==> config.mk <==
export PLATFORM = sky130hd
export DESIGN_NAME = out_monitor
export DESIGN_NICKNAME = d
export VERILOG_FILES = /design/src/rtl/out_monitor.sv
export SDC_FILE = /design/constraint.sdc
export NUM_CORES = 1
export LEC_CHECK = 0
export ABC_AREA = 0
export CAP_MARGIN = 30
export CORE_MARGIN = 4
export CORE_UTILIZATION = 32
export CTS_CLUSTER_SIZE = 25
export DETAILED_ROUTE_END_ITERATION = 10
export PLACE_DENSITY = 0.56
export REMOVE_ABC_BUFFERS = 1
export SYNTH_ARGS = -nofsm -noshare
export SYNTH_HDL_FRONTEND = slang
export SYNTH_SLANG_ARGS = --single-unit
==> constraint.sdc <==
create_clock -name i_clk -period 2.2 [get_ports i_clk]
set_input_delay 0.44 -clock i_clk [delete_from_list [all_inputs] [get_ports i_clk]]
set_output_delay 0.44 -clock i_clk [all_outputs]
set_load 0.05 [all_outputs]
==> src/rtl/out_monitor.sv <==
// -----------------------------------------------------------------------------
// out_monitor
//   Pass/fail observer for the des1 standard-cell test stage. Samples the
//   stage's serial output, masks a pipeline-fill window after enable, then
//   compares every cycle against a fixed expected level. Matches and
//   mismatches are counted in saturating counters. A sticky FAIL state is
//   entered once the mismatch count reaches FAIL_TH (0 disables FAIL).
//
// Ports
//   i_clk        rising-edge clock shared with des1
//   i_rst_n      asynchronous active-low reset
//   i_en         run request (level)
//   i_clr        synchronous clear pulse; overrides i_en
//   i_din        serial data from des1 out
//   o_state      00 IDLE, 01 FILL, 10 CHECK, 11 FAIL
//   o_locked     high while in CHECK
//   o_fail       high while in FAIL
//   o_err_pulse  one-cycle pulse per mismatch
//   o_err_cnt    saturating mismatch count
//   o_pass_cnt   saturating match count
// -----------------------------------------------------------------------------
module out_monitor #(
  parameter logic EXPECT  = 1'b1,
  parameter int   FILL    = 3,
  parameter int   CNT_W   = 16,
  parameter int   ERR_W   = 8,
  parameter int   FAIL_TH = 4
) (
  input  logic             i_clk,
  input  logic             i_rst_n,
  input  logic             i_en,
  input  logic             i_clr,
  input  logic             i_din,
  output logic [1:0]       o_state,
  output logic             o_locked,
  output logic             o_fail,
  output logic             o_err_pulse,
  output logic [ERR_W-1:0] o_err_cnt,
  output logic [CNT_W-1:0] o_pass_cnt
);

  typedef enum logic [1:0] {
    S_IDLE  = 2'b00,
    S_FILL  = 2'b01,
    S_CHECK = 2'b10,
    S_FAIL  = 2'b11
  } state_t;

  localparam logic [3:0]       FILL_LOAD = 4'(FILL - 1);
  localparam logic [ERR_W-1:0] FAIL_TH_V = ERR_W'(FAIL_TH);

  state_t           r_state, w_state_nxt;
  logic             r_din_q;
  logic [3:0]       r_fill, w_fill_nxt;
  logic [ERR_W-1:0] r_err, w_err_nxt, w_err_inc;
  logic [CNT_W-1:0] r_pass, w_pass_nxt, w_pass_inc;
  logic             r_pulse, w_pulse_nxt;

  // Saturating increments: hold at all-ones.
  assign w_err_inc  = (&r_err)  ? r_err  : r_err  + ERR_W'(1);
  assign w_pass_inc = (&r_pass) ? r_pass : r_pass + CNT_W'(1);

  // NOTE: every signal driven here gets a default first, so no path leaves it
  // unassigned and no latch is inferred.
  always_comb begin
    w_state_nxt = r_state;
    w_fill_nxt  = r_fill;
    w_err_nxt   = r_err;
    w_pass_nxt  = r_pass;
    w_pulse_nxt = 1'b0;

    if (i_clr) begin
      w_state_nxt = S_IDLE;
      w_fill_nxt  = '0;
      w_err_nxt   = '0;
      w_pass_nxt  = '0;
    end else begin
      unique case (r_state)
        S_IDLE: begin
          if (i_en) begin
            w_state_nxt = S_FILL;
            w_fill_nxt  = FILL_LOAD;
          end
        end
        S_FILL: begin
          if (!i_en)                w_state_nxt = S_IDLE;
          else if (r_fill == 4'd0)  w_state_nxt = S_CHECK;
          else                      w_fill_nxt  = r_fill - 4'd1;
        end
        S_CHECK: begin
          // Dropping en returns to IDLE with counters held; no compare then.
          if (!i_en) begin
            w_state_nxt = S_IDLE;
          end else if (r_din_q == EXPECT) begin
            w_pass_nxt = w_pass_inc;
          end else begin
            w_err_nxt   = w_err_inc;
            w_pulse_nxt = 1'b1;
            if (FAIL_TH != 0 && w_err_inc == FAIL_TH_V) w_state_nxt = S_FAIL;
          end
        end
        S_FAIL: begin
          // Sticky: only clr or reset leave this state.
        end
        default: w_state_nxt = S_IDLE;
      endcase
    end
  end

  // NOTE: sequential state uses non-blocking assignments so every register
  // samples pre-edge values regardless of statement order.
  always_ff @(posedge i_clk or negedge i_rst_n) begin
    if (!i_rst_n) begin
      r_state <= S_IDLE;
      r_din_q <= 1'b0;
      r_fill  <= '0;
      r_err   <= '0;
      r_pass  <= '0;
      r_pulse <= 1'b0;
    end else begin
      r_state <= w_state_nxt;
      r_din_q <= i_din;
      r_fill  <= w_fill_nxt;
      r_err   <= w_err_nxt;
      r_pass  <= w_pass_nxt;
      r_pulse <= w_pulse_nxt;
    end
  end

  // Decodes of registered state only, so these are glitch-free.
  assign o_state     = r_state;
  assign o_locked    = (r_state == S_CHECK);
  assign o_fail      = (r_state == S_FAIL);
  assign o_err_pulse = r_pulse;
  assign o_err_cnt   = r_err;
  assign o_pass_cnt  = r_pass;

endmodule

==> flow_metrics.env <==
export IMPL_status="completed"
export IMPL_min_period_ns=2.10
export IMPL_chipWidth_um=85.2
export IMPL_cp_required_ns=1.76
export IMPL_antenna_found_initial=0
export IMPL_finalSetupViolCount=0
export IMPL_finalPower_mw=1.27
export IMPL_initial_utilization_pct=33.8
export IMPL_wl_per_cell_um=14.1
export IMPL_p_per_area_mw_per_mm2=512
export IMPL_cpPeakStageDelay_ns=0.79
export IMPL_synth_warnings=0
export IMPL_drtIter0Drc=75
export IMPL_ff2ff_path_depth=7
export IMPL_nets=258
export IMPL_syn_avg_cell_area_um2=9.49
export IMPL_area_growth_pct=29.9
export IMPL_crit_start="o_state[0]$_DFFE_PN0P_"
export IMPL_die_h_um=85.2
export IMPL_insertion_delay_ns=0.28
export IMPL_synthCells=201
export IMPL_netlist_area_mm2=0.00191
export IMPL_grt_overflow_total=0
export IMPL_cts_max_level=2
export IMPL_post_cts_setup_buffer_count=0
export IMPL_gp_congestion=0.798
export IMPL_nFillCells=551
export IMPL_final_max_slew_violation_count=0
export IMPL_setup_tns_final_ns=0
export IMPL_cts_sinks=32
export IMPL_hold_buffers=0
export IMPL_crit_path_end_kind="primary output"
export IMPL_max_freq_mhz=476
export IMPL_cts_root_buffer="clkbuf_8"
export IMPL_synth_edff_count=0
export IMPL_port_buffers=33
export IMPL_dieArea_mm2=0.00726
export IMPL_drt_wl_total_um=4460
export IMPL_worst_pin_slew_ns=0.501
export IMPL_clk_pin_slew_ns=0.07
export IMPL_cp_max_fo=5
export IMPL_cts_resized=0
export IMPL_dp_hpwl_um=3190
export IMPL_synth_distinct_cells=50
export IMPL_grt_pass1_vias=1655
export IMPL_grt_max_degree=33
export IMPL_vdd_drop_max_uv=296
export IMPL_fin_crit_sh_pct=95.5
export IMPL_cp_start_kind="flop"
export IMPL_ys_async_sr_fraction_pct=100
export IMPL_regToRegStartpoint="o_state[0]$_DFFE_PN0P_"
export IMPL_hp_class="in2async"
export IMPL_core_area_mm2=0.00564
export IMPL_clock_skew_ns=0.00315
export IMPL_crit_path_top_delay_cell="clkdlybuf4s50_1"
export IMPL_clock_path_buffers=2
export IMPL_drc_errors=0
export IMPL_viasPerCell=5.22
export IMPL_p_leak_nw=0.989
export IMPL_ys_seq_area_share_pct=42.0
export IMPL_final_cell_mix="clkdlybuf4s50_1 (32), dfrtp_1 (32), nor2_1 (30), xnor2_1 (14), nand2_1 (12)"
export IMPL_firstDrtPassIters=4
export IMPL_crit_type="reg2out"
export IMPL_n_antenna_cell=0
export IMPL_hold_violations=0
export IMPL_grt_first_pass_wirelength_um=7930
export IMPL_setup_slack_ns=0.100
export IMPL_worstPathArrival_ns=1.66
export IMPL_cts_tree="done"
export IMPL_vias=1654
export IMPL_track_usage_pct=13.4
export IMPL_postRouteAntennaNets=0
export IMPL_path_cells="ha_1, clkdlybuf4s50_1"
export IMPL_worstSetupEndpoint="o_fail"
export IMPL_cts_buffers_inserted=5
export IMPL_num_rows=27
export IMPL_rsz0062_at_grt="false"
export IMPL_synth_seq_cells=32
export IMPL_drv_cap=0
export IMPL_ios=34
export IMPL_r2r_end="o_pass_cnt[13]$_DFFE_PN0P_"
export IMPL_dp_slack_ns=0.0364
export IMPL_r2r_setup_slack_ns=0.20
export IMPL_layout_drive_gt1_share_pct=10.6
export IMPL_synth_flop_cell="dfrtp_1"
export IMPL_slew_headroom_pct=66.5
[power by group]
part	internal, mW	switching (mW)
clock network	0.278	0.214
registers	0.599	0.0118
logic	0.0666	0.0992
total	0.944	0.325
[synth_stat cells, types with 2 or more instances]
cell	n	area, um^2
a211oi_1	6	45.0
a211oi_2	2	25.0
a21oi_1	11	55.1
a22oi_1	2	15.0
a311oi_1	3	26.3
a31oi_1	3	18.8
and4_1	2	17.5
clkbuf_1	4	15.0
dfrtp_1	32	801
ha_1	8	100
inv_1	6	22.5
mux2i_1	6	60.1
nand2_1	12	45.0
nand2b_1	2	12.5
nand3_1	9	45.0
nand3b_1	2	15.0
nand4_1	5	31.3
nor2_1	30	113
nor3_1	3	15.0
nor4_1	3	18.8
o21ai_0	4	20.0
o31ai_1	3	22.5
or3_1	3	18.8
xnor2_1	14	123
[layer usage]
layer,GRT usage (%),part of all wire [%]
met1,18.2,49
met2,21.3,47
met3,3.11,3.3
met4,3.88,1.5
met5,0,0
[critical path: cells and delay by family (launching register included)]
kind	cells	cell delay [ns]
fa+ha+maj	1	0.17
buf+inv	1	0.79
flops	1	0.42
[final cells by class]
class	count	area [um^2]	area share, %
multi-input combinational	157	1050	42.5
inverter	6	22.5	0.909
tap	72	90.1	3.64
clock buffer	7	96.3	3.89
sequential	32	801	32.3
timing repair buffer	43	415	16.8
[through the flow]
stage                     utilization (%)  cell area [um^2]  hold WS (ns)  instances
final                                43.9              2480         0.560        317
after global routing                 43.9              2480         0.605        317
after CTS                            43.9              2480         0.572        317
after detailed placement             42.2              2380         0.571        310
after global placement               42.2              2380         0.558        310
after floorplan                         -              1880         0.144        195
[registers in the layout, summed over array words and instances, names as in the netlist]
name         flops
r_din_q          1
o_pass_cnt      16
o_err_pulse      1
r_fill           4
o_state          2
o_err_cnt        8
[cells by family after synthesis]
group                      synth area share (%)
AOI/OAI and AO/OA                          14.8
xor gates and xnor gates                   6.89
adders and majority gates                  5.25
buffers and inverters                      2.82
DFF                                        42.0
muxes                                      3.15
and+or+nand+nor                            25.1
[how the worst min path moves through the flow]
stage               slack (ns)                         end                  startpoint
finish                    0.56   o_pass_cnt[9]$_DFFE_PN0P_                     i_rst_n
global placement          0.56  o_pass_cnt[14]$_DFFE_PN0P_  o_pass_cnt[14]$_DFFE_PN0P_
global route              0.60   o_pass_cnt[0]$_DFFE_PN0P_                     i_rst_n
floorplan                 0.14    o_err_cnt[0]$_DFFE_PN0P_                     i_rst_n
detailed placement        0.57       r_fill[3]$_DFFE_PN0P_       r_fill[3]$_DFFE_PN0P_
CTS                       0.57   o_pass_cnt[6]$_DFFE_PN0P_                     i_rst_n
No activity file was read; power rests on OpenSTA's default activity.
